## src/rtl/intersection_scheduler.sv

```systemverilog
// intersection_scheduler
// Decides which vehicle direction (north-south or east-west) owns the
// junction, and inserts a pedestrian walk phase when a request is pending.
// It is a Moore machine with one phase counter. Every phase lasts exactly its
// programmed number of clocks.
//
// Ports:
//   clk                            rising-edge clock
//   rst                            synchronous active-high reset
//   ped_req                        pedestrian button, a one-cycle pulse is enough
//   ns_red/ns_yellow/ns_green      north-south lamps, one-hot
//   ew_red/ew_yellow/ew_green      east-west lamps, one-hot
//   walk                           pedestrian walk lamp
//   ped_wait                       a request is latched and not yet served
module intersection_scheduler #(
    parameter int GREEN_CYCLES  = 5,
    parameter int YELLOW_CYCLES = 2,
    parameter int ALLRED_CYCLES = 1,
    parameter int WALK_CYCLES   = 4,
    parameter int CNT_W         = 4
) (
    input  logic clk,
    input  logic rst,
    input  logic ped_req,
    output logic ns_red,
    output logic ns_yellow,
    output logic ns_green,
    output logic ew_red,
    output logic ew_yellow,
    output logic ew_green,
    output logic walk,
    output logic ped_wait
);

    typedef enum logic [2:0] {
        NS_G  = 3'd0,
        NS_Y  = 3'd1,
        AR_NS = 3'd2,
        EW_G  = 3'd3,
        EW_Y  = 3'd4,
        AR_EW = 3'd5,
        WALK  = 3'd6
    } state_t;

    // Last count value of each phase. These are held as DUR-1 so that a
    // duration of exactly 2^CNT_W still fits in the counter.
    localparam logic [CNT_W-1:0] GREEN_LAST  = CNT_W'(GREEN_CYCLES - 1);
    localparam logic [CNT_W-1:0] YELLOW_LAST = CNT_W'(YELLOW_CYCLES - 1);
    localparam logic [CNT_W-1:0] ALLRED_LAST = CNT_W'(ALLRED_CYCLES - 1);
    localparam logic [CNT_W-1:0] WALK_LAST   = CNT_W'(WALK_CYCLES - 1);

    state_t           state_r;
    state_t           state_next_s;
    logic [CNT_W-1:0] count_r;
    logic [CNT_W-1:0] last_s;
    logic             phase_done_s;
    logic             ped_pending_r;
    logic             enter_walk_s;
    logic             next_dir_r;      // 1'b0: NS after walk, 1'b1: EW after walk
    logic             next_dir_next_s;
    logic [6:0]       lamps_r;

    // Lamp pattern of a state: {ns_r, ns_y, ns_g, ew_r, ew_y, ew_g, walk}.
    function automatic logic [6:0] decode_lamps(input state_t s);
        case (s)
            NS_G:    decode_lamps = 7'b001_100_0;
            NS_Y:    decode_lamps = 7'b010_100_0;
            EW_G:    decode_lamps = 7'b100_001_0;
            EW_Y:    decode_lamps = 7'b100_010_0;
            WALK:    decode_lamps = 7'b100_100_1;
            default: decode_lamps = 7'b100_100_0;
        endcase
    endfunction

    // Phase length lookup and end-of-phase detection.
    always_comb begin
        case (state_r)
            NS_G, EW_G:   last_s = GREEN_LAST;
            NS_Y, EW_Y:   last_s = YELLOW_LAST;
            AR_NS, AR_EW: last_s = ALLRED_LAST;
            WALK:         last_s = WALK_LAST;
            default:      last_s = ALLRED_LAST;
        endcase
        phase_done_s = (count_r == last_s);
    end

    // Next-state selection. The walk decision uses only the registered request.
    always_comb begin
        state_next_s    = state_r;
        next_dir_next_s = next_dir_r;
        if (phase_done_s) begin
            case (state_r)
                NS_G:    state_next_s = NS_Y;
                NS_Y:    state_next_s = AR_NS;
                EW_G:    state_next_s = EW_Y;
                EW_Y:    state_next_s = AR_EW;
                AR_NS: begin
                    if (ped_pending_r) begin
                        state_next_s    = WALK;
                        next_dir_next_s = 1'b1;
                    end else begin
                        state_next_s = EW_G;
                    end
                end
                AR_EW: begin
                    if (ped_pending_r) begin
                        state_next_s    = WALK;
                        next_dir_next_s = 1'b0;
                    end else begin
                        state_next_s = NS_G;
                    end
                end
                WALK:    state_next_s = next_dir_r ? EW_G : NS_G;
                default: state_next_s = AR_EW;
            endcase
        end else begin
            state_next_s = state_r;
        end
        enter_walk_s = (state_next_s == WALK) && (state_r != WALK);
    end

    // Sequencer state, phase counter, request latch and registered lamps.
    // The lamps register the decode of the next state, so they always match
    // the state register without any combinational path from the inputs.
    always_ff @(posedge clk) begin
        if (rst) begin
            state_r       <= AR_EW;
            count_r       <= '0;
            ped_pending_r <= 1'b0;
            next_dir_r    <= 1'b0;
            lamps_r       <= decode_lamps(AR_EW);
        end else begin
            state_r    <= state_next_s;
            count_r    <= phase_done_s ? '0 : count_r + CNT_W'(1);
            next_dir_r <= next_dir_next_s;
            lamps_r    <= decode_lamps(state_next_s);
            // Entering walk serves the request, so the clear wins over a
            // press on the same edge.
            if (enter_walk_s) begin
                ped_pending_r <= 1'b0;
            end else begin
                ped_pending_r <= ped_pending_r | (ped_req && (state_r != WALK));
            end
        end
    end

    assign {ns_red, ns_yellow, ns_green, ew_red, ew_yellow, ew_green, walk} = lamps_r;
    assign ped_wait = ped_pending_r;

endmodule

```

## config.mk

```make
export PLATFORM = sky130hd
export DESIGN_NAME = intersection_scheduler
export DESIGN_NICKNAME = d
export VERILOG_FILES = /design/src/rtl/intersection_scheduler.sv
export SDC_FILE = /design/constraint.sdc
export NUM_CORES = 1
export LEC_CHECK = 0
export BUFFER_PORTS_ARGS = -buffer_cell sky130_fd_sc_hd__buf_2
export CORE_AREA = 5 5 47 49
export CTS_CLUSTER_DIAMETER = 50
export CTS_CLUSTER_SIZE = 12
export DETAILED_ROUTE_END_ITERATION = 7
export DIE_AREA = 0 0 52 54
export PLACE_DENSITY = 0.65
export SETUP_SLACK_MARGIN = 0.2
export SLEW_MARGIN = 20
export SYNTH_ARGS = -nofsm -noshare
export SYNTH_HDL_FRONTEND = slang
export SYNTH_SLANG_ARGS = --single-unit
```

## constraint.sdc

```tcl
create_clock -name clk -period 2.25 [get_ports clk]
set_input_delay 0.1125 -clock clk [delete_from_list [all_inputs] [get_ports clk]]
set_output_delay 0.1125 -clock clk [all_outputs]
set_load 0.02 [all_outputs]
```

==> results.json, run 1 <==
{
  "status": "complete, no violations",
  "fin_crit_ps": 1960,
  "fmax_mhz": 511,
  "antenna_found_initial": 0,
  "synth_cell_types": 37,
  "tns_ps": 0,
  "ys_warn_count": 0,
  "die_w_um": 52,
  "die_y_um": 54,
  "routedWlPerCell_um": 12.2,
  "gr-total-overflow": 0,
  "syn_area_um2": 811,
  "reg2reg_from": "state_r[1]",
  "antenna_cells": 0,
  "place_area_um2": 865,
  "placementRows": 16,
  "layout-drive-gt1-share": 0.290,
  "powerDensity_nw_per_um2": 1570,
  "multi_input_area_um2": 435,
  "ys_seq_area_frac": 0.395,
  "grt_pass1_wl_mm": 2.57,
  "clock_latency_ps": 270,
  "critPathMaxFanout": 9,
  "worstPathCellList": "xor2_1 -> or3_1 -> and3_4 -> o21a_4 -> mux2i_2 -> o32a_1",
  "nets": 106,
  "min_from": "rst",
  "clockBufferDepth": 2,
  "finalWeightedCongestion": 0.873,
  "core_area_um2": 1820,
  "via_count": 645,
  "dieArea_um2": 2810,
  "grtUsageTotal": 0.129,
  "cts_root_buf": "clkbuf_4",
  "setup_viol": 0,
  "clk_pin_slew_ps": 80,
  "hold_path_end": "next_dir_r",
  "viasPerCell": 5.08,
  "slew_viol_final": 0,
  "syn_area_per_cell_um2": 8.91,
  "final-seq-area_um2": 327,
  "crit_family": "compound AO/OA/AOI/OAI gates",
  "leakage_nw": 0.353,
  "final_area_um2": 910,
  "ant_nets": 0,
  "cp-end-kind": "flop",
  "r2r_cells": 6,
  "dr.pass1.iters": 4,
  "io_buffers": 10,
  "area_growth_syn_to_layout_pct": 12.2,
  "cp_slowest_cell": "dfxtp_4",
  "fill_cells": 167,
  "initial_core_util": 0.445,
  "cts.sinks": 16,
  "reg2reg_slack_ps": 290,
  "post-cts-setup-buffers": 0,
  "htreeDepth": 1,
  "grt_max_degree": 12,
  "cts_tree": "done",
  "syn-num-nets": 95,
  "cp.arrival_ps": 2130,
  "whs_ps": 86.1,
  "cp_slowest_stage_delay_ps": 380,
  "drt_iter0_drc": 14,
  "tightestPinTransition_ps": 369,
  "fin_worst_skew_ps": 1.31,
  "hp-class": "input pin to flop",
  "drc": 0,
  "hold_violations": 0,
  "cts-buffers-inserted": 3,
  "r2r-end": "lamps_r[3]",
  "crit_path_start_kind": "flop",
  "ys_ff_latch": 16,
  "ir_drop_mv": 0.712,
  "fin_util": 0.499,
  "dp_hpwl_mm": 1.16,
  "crit_buf_inv": 0,
  "path_class": "flop to flop",
  "rsz0062_at_grt": "no",
  "crit_required_ps": 2420,
  "slew_headroom": 0.753,
  "maxCapViolations": 0,
  "io-pin-count": 11,
  "hold_path_depth": 2,
  "syn_inst": 91,
  "drt_wl_total_mm": 1.55,
  "min_period_over_period": 0.870,
  "grt_pass1_vias": 625
}
[sequential cells by signal (all words and copies together), names as in the netlist]
signal and cells:
state_r 3, next_dir_r 1, lamps_r 7, count_r 4, ped_wait 1
[what timing repair did]
| action | CTS | global route |
|---|---|---|
| gates cloned | 0 | 0 |
| hold buffers | 0 | 0 |
| pin swaps | 0 | 1 |
| resized for setup | 3 | 5 |
| setup endpoints to repair | 7 | 6 |
[where the power goes]
group,internal (mW),total [mW],switching (mW)
combinational,0.384,0.836,0.452
clock,0.0620,0.141,0.0793
sequential,0.372,0.454,0.0823
[cell usage after synthesis]
cell	count	share of area
a21boi_2	1	0.014
and3_4	1	0.014
a21oi_2	1	0.011
xor2_1	2	0.022
nand3_1	1	0.0062
mux2_2	1	0.014
a211oi_1	1	0.0093
o32a_1	1	0.012
o22ai_1	1	0.0077
nand2_1	2	0.0093
a21boi_0	2	0.019
nor3b_1	2	0.019
and2_1	1	0.0077
nor2b_1	2	0.015
o21ai_0	3	0.019
dfxtp_1	16	0.40
nor2_1	9	0.042
buf_6	3	0.042
a31oi_1	1	0.0077
a32oi_1	1	0.011
o211ai_1	4	0.037
clkbuf_1	3	0.014
o21ai_1	1	0.0062
a311oi_1	2	0.022
mux2i_1	2	0.025
and2b_1	1	0.0093
a21bo_2	1	0.012
o21a_1	1	0.0093
xnor2_1	2	0.022
a31o_1	1	0.011
ha_1	1	0.015
inv_1	7	0.032
nand3b_1	1	0.0093
or2_2	3	0.023
nor3_1	4	0.025
a21oi_1	3	0.019
or3_1	2	0.015
[worst register-to-register path: stages (launching register included)]
cell and delay [ps]:
dfxtp_4 380, xor2_1 190, or3_1 320, and3_4 190, o21a_4 260, mux2i_2 180, o32a_1 330
[stage by stage]
stage | cells | power (mW) | setup WS, ps
after detailed placement | 124 | 1.24 | 105
final | 127 | 1.43 | 293
after floorplan | 91 | 1.12 | 300
after global routing | 127 | 1.55 | 199
after CTS | 127 | 1.39 | 255
after global placement | 124 | 1.23 | 151
[cells by family (layout without fill, tap and decap cells)]
kind of cell | count (synthesis) | after routing | synth area share
DFF | 16 | 16 | 0.395
and+or+nand+nor | 29 | 29 | 0.194
buffers and inverters | 13 | 22 | 0.0880
adders and majority gates | 1 | 1 | 0.0154
xor gates and xnor gates | 4 | 4 | 0.0432
muxes | 3 | 3 | 0.0386
AOI/OAI and AO/OA | 25 | 25 | 0.225
[cell usage in the layout (no fill, tap or decap), drive strengths merged, types with 4 or more instances in the layout]
| cell | n |
|---|---|
| a21oi | 4 |
| buf | 12 |
| dfxtp | 16 |
| inv | 7 |
| nor2 | 9 |
| nor3 | 4 |
| o211ai | 4 |
| o21ai | 4 |
[how the worst max path moves through the flow]
stage	startpoint	end	depth (start not counted)
6_report	state_r[1]	lamps_r[3]	6
4_1_cts	state_r[2]	lamps_r[3]	6
2_1_floorplan	state_r[1]	lamps_r[3]	8
5_1_grt	state_r[1]	lamps_r[3]	6
3_3_place_gp	state_r[0]	lamps_r[3]	6
3_5_place_dp	state_r[0]	lamps_r[3]	6
[per-layer routing]
layer	GRT usage	wire length, µm	vias to the layer above
met3	0.0388	85	2
met4	0.0917	18	0
li1	-	-	339
met2	0.195	682	16
met5	0	0	-
met1	0.156	760	288
[final cells by class]
type                    instances  share of cell area
clock buffers                   3              0.0248
multi-input cells              62               0.479
repair buffers                 12              0.0715
well taps                      27              0.0371
flip-flops and latches         16               0.359
inverters                       7              0.0289
(Power assumes the default switching activity.)
==> run 2: changes to the inputs <==
==> constraint.sdc (replaced) <==
create_clock -name clk -period 2.2 [get_ports clk]
set_input_delay 0.11 -clock clk [delete_from_list [all_inputs] [get_ports clk]]
set_output_delay 0.11 -clock clk [all_outputs]
set_load 0.02 [all_outputs]
==> run 2 against run 1 <==
  * Die area unchanged
  * First-iteration DRC count up 7.1%
  * Register-to-register slack worse by 50 ps
  * Cell area up 11%
  * Critical path depth up 1
  * Maximum frequency about the same
  * Clock power up 35%
  * Critical path type unchanged
==> results.json, run 2 (synthesis gave the netlist of run 1 again) <==
{
  "powerDensity_nw_per_um2": 1660,
  "clockBufferDepth": 2,
  "fin_worst_skew_ps": 4.49,
  "grtUsageTotal": 0.120,
  "slew_headroom": 0.741,
  "fin_crit_ps": 1960,
  "dr.pass1.iters": 4,
  "hp-class": "input pin to flop",
  "min_period_over_period": 0.890,
  "setup_viol": 0,
  "cp-end-kind": "flop",
  "dieArea_um2": 2810,
  "cts_tree": "done",
  "initial_core_util": 0.445,
  "grt_max_degree": 14,
  "layout-drive-gt1-share": 0.346,
  "status": "complete, no violations",
  "largest_reg_flops": 7,
  "ir_drop_mv": 0.764,
  "cts.sinks": 16,
  "antenna_found_initial": 0,
  "slew_viol_final": 0,
  "grt_pass1_wl_mm": 2.51,
  "hold_violations": 0,
  "cp_slowest_stage_delay_ps": 390,
  "cts_root_buf": "clkbuf_4",
  "clk_pin_slew_ps": 90,
  "gr-total-overflow": 0,
  "cpMostUsedCell": "o211ai_1",
  "via_count": 698,
  "grt_pass1_vias": 626,
  "path_class": "flop to flop",
  "rsz0062_at_grt": "no",
  "nets": 112,
  "finalWorstSetupSlack_ps": 241,
  "fmax_mhz": 511,
  "drt_iter0_drc": 15,
  "regMostFlops": "lamps_r",
  "cp_slowest_cell": "dfxtp_4",
  "final_area_um2": 1010,
  "tightestPinTransition_ps": 385,
  "htreeDepth": 1,
  "viasPerCell": 5.21,
  "drc": 0,
  "io_buffers": 10,
  "tns_ps": 0,
  "area_growth_syn_to_layout_pct": 24.2,
  "die_y_um": 54,
  "largestRegisters": "lamps_r: 7 flops, count_r: 4 flops, state_r: 3 flops",
  "cts_hold_buf": 0,
  "critPathMaxFanout": 7,
  "place_area_um2": 857,
  "dp_slack_ps": -22.6,
  "cts-buffers-inserted": 3,
  "antenna_cells": 0,
  "dp_hpwl_mm": 1.12,
  "core_area_um2": 1820,
  "leakage_nw": 0.394,
  "ant_nets": 0,
  "placementRows": 16,
  "clock_latency_ps": 290,
  "fill_cells": 160,
  "final_cell_mix": "dfxtp_1, buf_2, nor2_1",
  "maxCapViolations": 0,
  "layout_commonest_cell": "dfxtp_1",
  "crit_path_start_kind": "flop",
  "drt_wl_total_mm": 1.67,
  "die_w_um": 52,
  "worstPathCellList": "xor2_4 -> or3_1 -> and3_4 -> o211ai_1 -> o211ai_1 -> buf_4 -> or2_2",
  "cp.arrival_ps": 2130,
  "io-pin-count": 11,
  "crit_required_ps": 2380,
  "finalWeightedCongestion": 0.891,
  "routedWlPerCell_um": 12.5
}
## run 2: stage by stage
step	hold slack (ps)	power (mW)	cells	utilization
floorplan	182	1.14	91	-
global placement	369	1.23	123	0.470
detailed placement	355	1.23	123	0.470
CTS	42.1	1.43	127	0.495
global route	66.2	1.80	134	0.553
finish	53.0	1.67	134	0.553
## run 2: power breakdown
part	internal, mW	switching, mW
Combinational	0.482	0.526
Sequential	0.381	0.0871
Clock	0.101	0.0899
## run 2: cell type report
type | instances | area [µm²] | area share
Tap cell | 27 | 33.8 | 0.0335
Multi-Input combinational cell | 63 | 480 | 0.477
Inverter | 7 | 26.3 | 0.0261
Sequential cell | 16 | 328 | 0.325
Clock buffer | 4 | 36.3 | 0.0360
Timing Repair Buffer | 17 | 103 | 0.102
## run 2: path summary, 6_finish.rpt
kind	start	endpoint	slack [ps]	cells past startpoint
max	state_r[1]	lamps_r[6]	240	7
min	rst	next_dir_r	50	2
max reg2reg	state_r[1]	lamps_r[6]	240	7
min reg2reg	count_r[0]	count_r[0]	500	1
## run 2: timing repair
action,CTS,global route
gates resized for setup,4,9
endpoints found under the hold margin,0,0
setup buffers,0,6
cloned,0,1
setup endpoints to repair,12,10
pin swaps,0,3
## run 2: routing by layer
metal  routed length [µm]  GRT usage  vias up
met5                    0          0        -
met1                  768      0.151      328
met4                   21     0.0524        0
li1                     -          -      352
met3                   84     0.0332        2
met2                  796      0.190       16
## run 2: worst max-delay path, delay by kind of cell (launching register included)
family / cells / cell delay (ps)
xor+xnor: 1 / 190
compound gates: 2 / 320
flops: 1 / 390
simple gates: 3 / 770
buf+inv: 1 / 170
==> run 3: changes to the inputs <==
--- a/config.mk
+++ b/config.mk
@@ -6,12 +6,13 @@
 export NUM_CORES = 1
 export LEC_CHECK = 0
 export BUFFER_PORTS_ARGS = -buffer_cell sky130_fd_sc_hd__buf_2
+export CAP_MARGIN = 30
 export CORE_AREA = 5 5 47 49
 export CTS_CLUSTER_DIAMETER = 50
 export CTS_CLUSTER_SIZE = 12
 export DETAILED_ROUTE_END_ITERATION = 7
 export DIE_AREA = 0 0 52 54
-export PLACE_DENSITY = 0.65
+export PLACE_DENSITY_LB_ADDON = 0.3
 export SETUP_SLACK_MARGIN = 0.2
 export SLEW_MARGIN = 20
 export SYNTH_ARGS = -nofsm -noshare
==> run 3 against run 2 <==
  * Critical path depth did not move
  * Non-clock buffer count fell by 2
  * First-iteration DRC count fell by 60%
  * Count of clock-buffer cells in the layout did not move
  * Worst setup slack improved by 41 ps
  * Largest cell class unchanged
==> results.json, run 3 (synthesis gave the netlist of run 1 again) <==
{
  "status": "complete, no violations",
  "reg2reg_from": "state_r[1]",
  "tns_ps": 0,
  "crit_buf_inv": 1,
  "dp_slack_ps": 54.0,
  "die_w_um": 52,
  "hold_path_depth": 2,
  "maxCapViolations": 0,
  "hold_violations": 0,
  "final-seq-area_um2": 329,
  "cts.sinks": 16,
  "leakage_nw": 0.380,
  "slew_viol_final": 0,
  "drt_wl_total_mm": 1.69,
  "rsz0062_at_grt": "yes",
  "io_buffers": 10,
  "area_growth_syn_to_layout_pct": 19.9,
  "reg2reg_slack_ps": 280,
  "crit_path_start_kind": "flop",
  "placementRows": 16,
  "fill_cells": 167,
  "dp_hpwl_mm": 1.21,
  "cp.arrival_ps": 2150,
  "final_cell_mix": "dfxtp_1, buf_2, nor2_1",
  "dieArea_um2": 2810,
  "powerDensity_nw_per_um2": 1640,
  "worstPathCellList": "xor2_2 -> or3_1 -> and3_4 -> o21a_4 -> buf_4 -> or2_2 -> nor2_1",
  "drt_iter0_drc": 6,
  "crit_family": "simple AND/OR/NAND/NOR gates",
  "tightestPinTransition_ps": 404,
  "clk_pin_slew_ps": 90,
  "slew_headroom": 0.729,
  "cts-buffers-inserted": 3,
  "layout_commonest_cell": "dfxtp_1",
  "fin_worst_skew_ps": 0.737,
  "fin_crit_ps": 1920,
  "critPathMaxFanout": 6,
  "largest_reg_flops": 7,
  "hp-class": "input pin to flop",
  "r2r_cells": 7,
  "antenna_found_initial": 0,
  "cp-end-kind": "flop",
  "setup_viol": 0,
  "htreeDepth": 1,
  "via_count": 675,
  "layout-drive-gt1-share": 0.346,
  "cts_root_buf": "clkbuf_4",
  "antenna_cells": 0,
  "cp_slowest_cell": "dfxtp_4",
  "clockBufferDepth": 2,
  "drc": 0,
  "nets": 109,
  "grtUsageTotal": 0.145,
  "viasPerCell": 5.15,
  "routedWlPerCell_um": 12.9,
  "largestRegisters": "lamps_r: 7 flops, count_r: 4 flops, state_r: 3 flops",
  "initial_core_util": 0.445,
  "gr-total-overflow": 0,
  "finalWeightedCongestion": 0.848,
  "ir_drop_mv": 0.816,
  "crit_required_ps": 2430,
  "ant_nets": 0,
  "r2r-end": "count_r[3]",
  "min_period_over_period": 0.872,
  "multi_input_area_um2": 459,
  "io-pin-count": 11,
  "finalWorstSetupSlack_ps": 282,
  "cp-startpoint": "state_r[1]",
  "cts_hold_buf": 0,
  "grt_pass1_vias": 653,
  "cp_slowest_stage_delay_ps": 380,
  "core_area_um2": 1820,
  "min_from": "rst",
  "die_y_um": 54,
  "path_class": "flop to flop",
  "clock_latency_ps": 280,
  "grt_max_degree": 10,
  "grt_pass1_wl_mm": 2.97,
  "regMostFlops": "lamps_r",
  "fmax_mhz": 521,
  "hold_path_end": "next_dir_r",
  "dr.pass1.iters": 4,
  "cts_tree": "done"
}
-- run 3: cell types whose count changed in the layout (fill, tap and decap cells not counted), sizes merged --
cell  delta
buf      -2
o21a     -1
-- run 3: how the worst max path moves through the flow --
stage                       endpoint  slack, ps  depth (start not counted)
after global placement    lamps_r[3]        130                          6
after floorplan           lamps_r[3]        250                          8
after global routing      lamps_r[3]        180                          6
after CTS                 next_dir_r        220                          7
after detailed placement  lamps_r[3]         50                          6
final                     count_r[3]        280                          7
-- run 3: worst register-to-register path, cell delays in order, from the launching register on --
cell,delay [ps]
dfxtp_4,380
xor2_2,200
or3_1,310
and3_4,190
o21a_4,230
buf_4,150
or2_2,310
nor2_1,100
-- run 3: cell type report --
| cell class | count | share of cell area |
|---|---|---|
| multi-input cells | 62 | 0.472 |
| flip-flops and latches | 16 | 0.338 |
| clock buffers | 4 | 0.0373 |
| inverters | 7 | 0.0270 |
| repair buffers | 15 | 0.0901 |
| well taps | 27 | 0.0347 |
-- run 3: power breakdown --
part	switching [mW]	internal [mW]	leakage, nW	total [mW]
Combinational	0.505	0.435	0.227	0.940
Clock	0.0911	0.101	0.0210	0.192
Sequential	0.0790	0.383	0.132	0.462
-- run 3: per-stage QoR --
stage               instances   util  cell area (µm²)  hold slack (ps)  total power [mW]
global route              131  0.534              972             55.4              1.72
floorplan                  91      -              811              182              1.14
CTS                       131  0.513              935             45.5              1.51
finish                    131  0.534              972             56.7              1.59
detailed placement        125  0.479              872              358              1.28
global placement          125  0.479              872              355              1.26
-- run 3: per-layer routing --
metal,wire length [µm],track usage,vias up,part of all wire
met5,0,0,-,0
met4,32,0.0655,0,0.019
met3,74,0.0388,5,0.044
met2,767,0.232,15,0.45
met1,813,0.181,310,0.48
li1,-,-,345,-
-- run 3: what timing repair did --
item,in CTS,in global routing
pin swaps,0,2
gates resized for setup,5,8
cloned,0,0
setup endpoints to repair,14,13
setup buffers,2,0
